==> src/rtl/pc_redirect_ctrl.sv <==
// Fetch PC owner: advances on accepted fetches, applies redirects with a
// one-cycle flush bubble, and traps permanently on misaligned targets.
module pc_redirect_ctrl #(
    parameter logic [31:0] RESET_VECTOR = 32'h0000_0000,
    parameter int unsigned CNT_W        = 16
) (
    input  logic             ip_clk,
    input  logic             ip_rst,
    input  logic             ip_stall,
    input  logic             ip_redirect_valid,
    input  logic [31:0]      ip_redirect_target,
    input  logic             ip_fetch_ready,
    output logic             op_fetch_valid,
    output logic [31:0]      op_fetch_pc,
    output logic [31:0]      op_link_addr,
    output logic             op_flush,
    output logic             op_trap,
    output logic [31:0]      op_trap_addr,
    output logic [CNT_W-1:0] op_redirect_count
);

    typedef enum logic [1:0] {BOOT, RUN, BUBBLE, TRAP} state_e;

    state_e             state_q;
    logic [31:0]        pc_q;
    logic               valid_q;
    logic               flush_q;
    logic               trap_q;
    logic [31:0]        trap_addr_q;
    logic [CNT_W-1:0]   cnt_q;

    logic               fetch_acc;
    logic               tgt_aligned;
    logic [CNT_W-1:0]   cnt_d;

    assign fetch_acc   = valid_q & ip_fetch_ready & ~ip_stall;
    assign tgt_aligned = (ip_redirect_target[1:0] == 2'b00);
    assign cnt_d       = (&cnt_q) ? cnt_q : cnt_q + {{(CNT_W-1){1'b0}}, 1'b1};

    always_ff @(posedge ip_clk) begin
        if (ip_rst) begin
            state_q     <= BOOT;
            pc_q        <= RESET_VECTOR;
            valid_q     <= 1'b0;
            flush_q     <= 1'b0;
            trap_q      <= 1'b0;
            trap_addr_q <= 32'h0;
            cnt_q       <= '0;
        end else if (state_q != TRAP) begin
            // Redirect outranks stall and any same-cycle fetch handshake.
            if (ip_redirect_valid) begin
                valid_q <= 1'b0;
                if (tgt_aligned) begin
                    state_q <= BUBBLE;
                    pc_q    <= ip_redirect_target;
                    flush_q <= 1'b1;
                    cnt_q   <= cnt_d;
                end else begin
                    state_q     <= TRAP;
                    flush_q     <= 1'b0;
                    trap_q      <= 1'b1;
                    trap_addr_q <= ip_redirect_target;
                end
            end else begin
                flush_q <= 1'b0;
                case (state_q)
                    BOOT, BUBBLE: begin
                        state_q <= RUN;
                        valid_q <= 1'b1;
                    end
                    RUN: begin
                        if (fetch_acc) pc_q <= pc_q + 32'd4;
                    end
                    default: ;
                endcase
            end
        end
    end

    assign op_fetch_valid    = valid_q;
    assign op_fetch_pc       = pc_q;
    assign op_link_addr      = pc_q + 32'd4;
    assign op_flush          = flush_q;
    assign op_trap           = trap_q;
    assign op_trap_addr      = trap_addr_q;
    assign op_redirect_count = cnt_q;

endmodule

==> config.mk <==
export PLATFORM = sky130hd
export DESIGN_NAME = pc_redirect_ctrl
export DESIGN_NICKNAME = d
export VERILOG_FILES = /design/src/rtl/pc_redirect_ctrl.sv
export SDC_FILE = /design/constraint.sdc
export NUM_CORES = 1
export LEC_CHECK = 0
export ABC_CLOCK_PERIOD_IN_PS = 5470
export CAP_MARGIN = 5
export CORE_MARGIN = 5
export CORE_UTILIZATION = 49
export CTS_CLUSTER_SIZE = 24
export DETAILED_ROUTE_END_ITERATION = 8
export GPL_ROUTABILITY_DRIVEN = 0
export PLACE_DENSITY = 0.86
export SLEW_MARGIN = 10
export SYNTH_ARGS = -nofsm -noshare
export SYNTH_HDL_FRONTEND = slang
export SYNTH_SLANG_ARGS = --single-unit
==> constraint.sdc <==
create_clock -name ip_clk -period 5.47 [get_ports ip_clk]
set_input_delay 0.8205 -clock ip_clk [delete_from_list [all_inputs] [get_ports ip_clk]]
set_output_delay 0.8205 -clock ip_clk [all_outputs]
set_load 0.05 [all_outputs]
==> reports/results.ini <==
[clocking]
clockRootBuffer = clkbuf_8
clk_pin_slew_worst_paths_ns = 0.09
numCtsBuffers = 9
htreeDepth = 3
insertion_delay_ns = 0.35
clockBufferDepth = 2
postCtsHoldBufs = 0
cts_tree = built
cts_resized = 0
postCtsSetupRepairBufs = 0
clock-sinks = 85

[sta]
final_hold_viol_count = 0
rsz0062_at_grt = false
finalSetupViolCount = 0
fmax_ghz = 0.243
clock_skew_ns = 0.00595
period_needed_ns = 4.12
whs_ns = 0.460
relSlewSlack_pct = 29.9
fin_crit_sh_pct = 75.3
setup-tns-final_ns = 0
worst_slew_pin_slew_ns = 1.05
finalMaxSlewViolations = 0
layout_setup_ws_ns = 1.35

[logic_synthesis]
avgSynthCellArea_sq_um = 7.92
synthesis.area_sq_um = 4310
ys_warn_count = 0
ys_types = 53
synth_top_area_share_pct = 39.5
synth_most_common_cell = nand2_1
synthCells = 544
synth_nets = 583
synth_flop_cell = dfxtp_1
yosysTopAreaCell = dfxtp_1
seq_area_frac_synth_pct = 39.5
synth_edf_count = 0
synth_async_sr_flop_share_pct = 0
synth_commonest_cells = 90 x nand2_1, 85 x dfxtp_1, 48 x a21oi_1, 42 x nor2_1, 29 x clkbuf_1
ys_top_cells_by_area = dfxtp_1 40%, nand2_1 7.8%, a21oi_1 5.6%, xnor2_1 4.9%, nor2_1 3.7%
synth_seq_cells = 85

[critical_path]
end_kind = output pin
crit_type = reg2out
critPathLaunchType = flip-flop
worstPathArrival_ns = 3.30
worst_ep_required_time_ns = 4.65
crit_path_max_fanout = 12

[final_layout]
area_delta_synth_final_pct = 40.3
layout.cells.non_filler = 780
nNetsFinal = 706
drive_above_1_share_pct = 5.95
diodes = 0
fillerInstances = 701

[grt]
groute.usage.overall_pct = 24.4
grt_pass1_vias = 4508
met2_usage_pct = 40.1
busiest_layer = met2
grtUsageMet1_pct = 29.0
grt_max_degree = 86
grt_antenna_before_repair = 0
met3_usage_pct = 8.27
grt_pass1_wl_um = 22100
globalRouteOverflowTotal = 0

[power]
p_int_mw = 1.05
p_leak_nw = 2.13
p_seq_share_pct = 44.0
switching_share_pct = 31.9
power.switching_mw = 0.492
power.density_nw_per_um2 = 256
clkPwrFrac_pct = 33.2
p_comb_share_pct = 22.7
vdd_ir_drop_max_mv = 0.180

[drt]
firstDrtPassIters = 5
drtIter0Drc = 369
wl_per_cell_um = 17.4
postRouteAntennaNets = 0
wl_um = 13600
drc_errors = 0
vias = 4533
viasPerCell = 5.81

[placed_design]
dp_slack_ns = 1.51
io_buffers = 151
placedCellCount = 764
dp_hpwl_um = 9700

[die]
num_rows = 34
initial_core_util_pct = 49.9
fp.coreArea_sq_um = 8640
pin_count = 152
die-area_sq_um = 10800
die_x_um = 104
die_height_um = 104

[job]
maxCapViolations = 0

[status]
status = finished, final reports clean

[min_path]
hold_class = reg2reg

[path summary, 6_finish.rpt]
check	start	to	slack, ns	cells past startpoint
worst min-delay path	op_trap_addr[0]	op_trap_addr[0]	0.46	2
worst max-delay path	op_fetch_pc[4]	op_link_addr[25]	1.35	6
worst max register to register	state_q[0]	op_fetch_pc[9]	2.70	5
worst min register to register	op_trap_addr[0]	op_trap_addr[0]	0.46	2
[flip-flops by register name (all words and copies together), names as in the netlist]
signal and flops:
op_flush 1, op_trap 1, op_fetch_valid 1, state_q 2, op_fetch_pc 32, op_trap_addr 32
op_redirect_count 16
[placed cells by master, fill, tap and decap left out, drive strengths merged, types with 4 or more instances in the layout]
| cell | count |
|---|---|
| nor2 | 42 |
| inv | 9 |
| and4 | 7 |
| dfxtp | 85 |
| o22ai | 9 |
| nand2 | 90 |
| a31oi | 8 |
| or2 | 6 |
| clkdlybuf4s50 | 150 |
| and3 | 8 |
| or4 | 5 |
| mux2i | 13 |
| nor3 | 14 |
| o21ai | 12 |
| nor4 | 10 |
| o221ai | 4 |
| a22oi | 19 |
| clkbuf | 11 |
| xnor2 | 24 |
| nor2b | 5 |
| nand3 | 24 |
| buf | 6 |
| o21a | 6 |
| a21oi | 49 |
| xor2 | 9 |
| nand4 | 13 |
[metal layers]
metal / vias to the layer above / part of all wire (%)
li1: 2168 / -
met1: 2113 / 39
met2: 224 / 48
met3: 28 / 9.6
met4: 0 / 2.6
met5: - / 0
[area by class of cell]
| cell class | instances | area [sq um] | area share [%] |
|---|---|---|---|
| multi-input combinational | 407 | 2400 | 39.7 |
| sequential | 85 | 1700 | 28.2 |
| timing repair buffer | 156 | 1540 | 25.6 |
| clock buffer | 11 | 151 | 2.51 |
| tap | 108 | 135 | 2.24 |
| clock inverter | 5 | 81.3 | 1.35 |
| inverter | 8 | 30.0 | 0.497 |
[kinds of logic after synthesis]
| family | count (synthesis) | share of synthesized area, % |
|---|---|---|
| compound gates | 123 | 18.1 |
| xor+xnor | 33 | 6.71 |
| fa+ha+maj | 2 | 0.581 |
| buf+inv | 52 | 5.00 |
| flops | 85 | 39.5 |
| mux | 13 | 3.02 |
| simple gates | 236 | 27.1 |
[worst max-delay path: stages (launching register included)]
cell             delay [ns]
dfxtp_1                0.51
nand3_2                0.16
or4_4                  0.66
nor2b_1                0.40
nand3_1                0.21
xnor2_1                0.18
clkdlybuf4s50_1        0.82
[power groups by stage]
stage / clock network, mW / registers (mW) / logic [mW]
6_report: 0.513 / 0.680 / 0.351
5_1_grt: 0.546 / 0.685 / 0.369
4_1_cts: 0.521 / 0.679 / 0.351
3_5_place_dp: 0 / 0.693 / 0.350
3_3_place_gp: 0 / 0.692 / 0.346
2_1_floorplan: 0 / 0.776 / 0.134
[through the flow]
stage               power, mW  util [%]  area (sq um)
floorplan               0.910         -          4310
global placement         1.04      67.3          5810
detailed placement       1.04      67.3          5810
CTS                      1.55      70.0          6040
global route             1.60      70.0          6040
finish                   1.54      70.0          6040
Note: power is estimated with default switching activity, not from simulation.
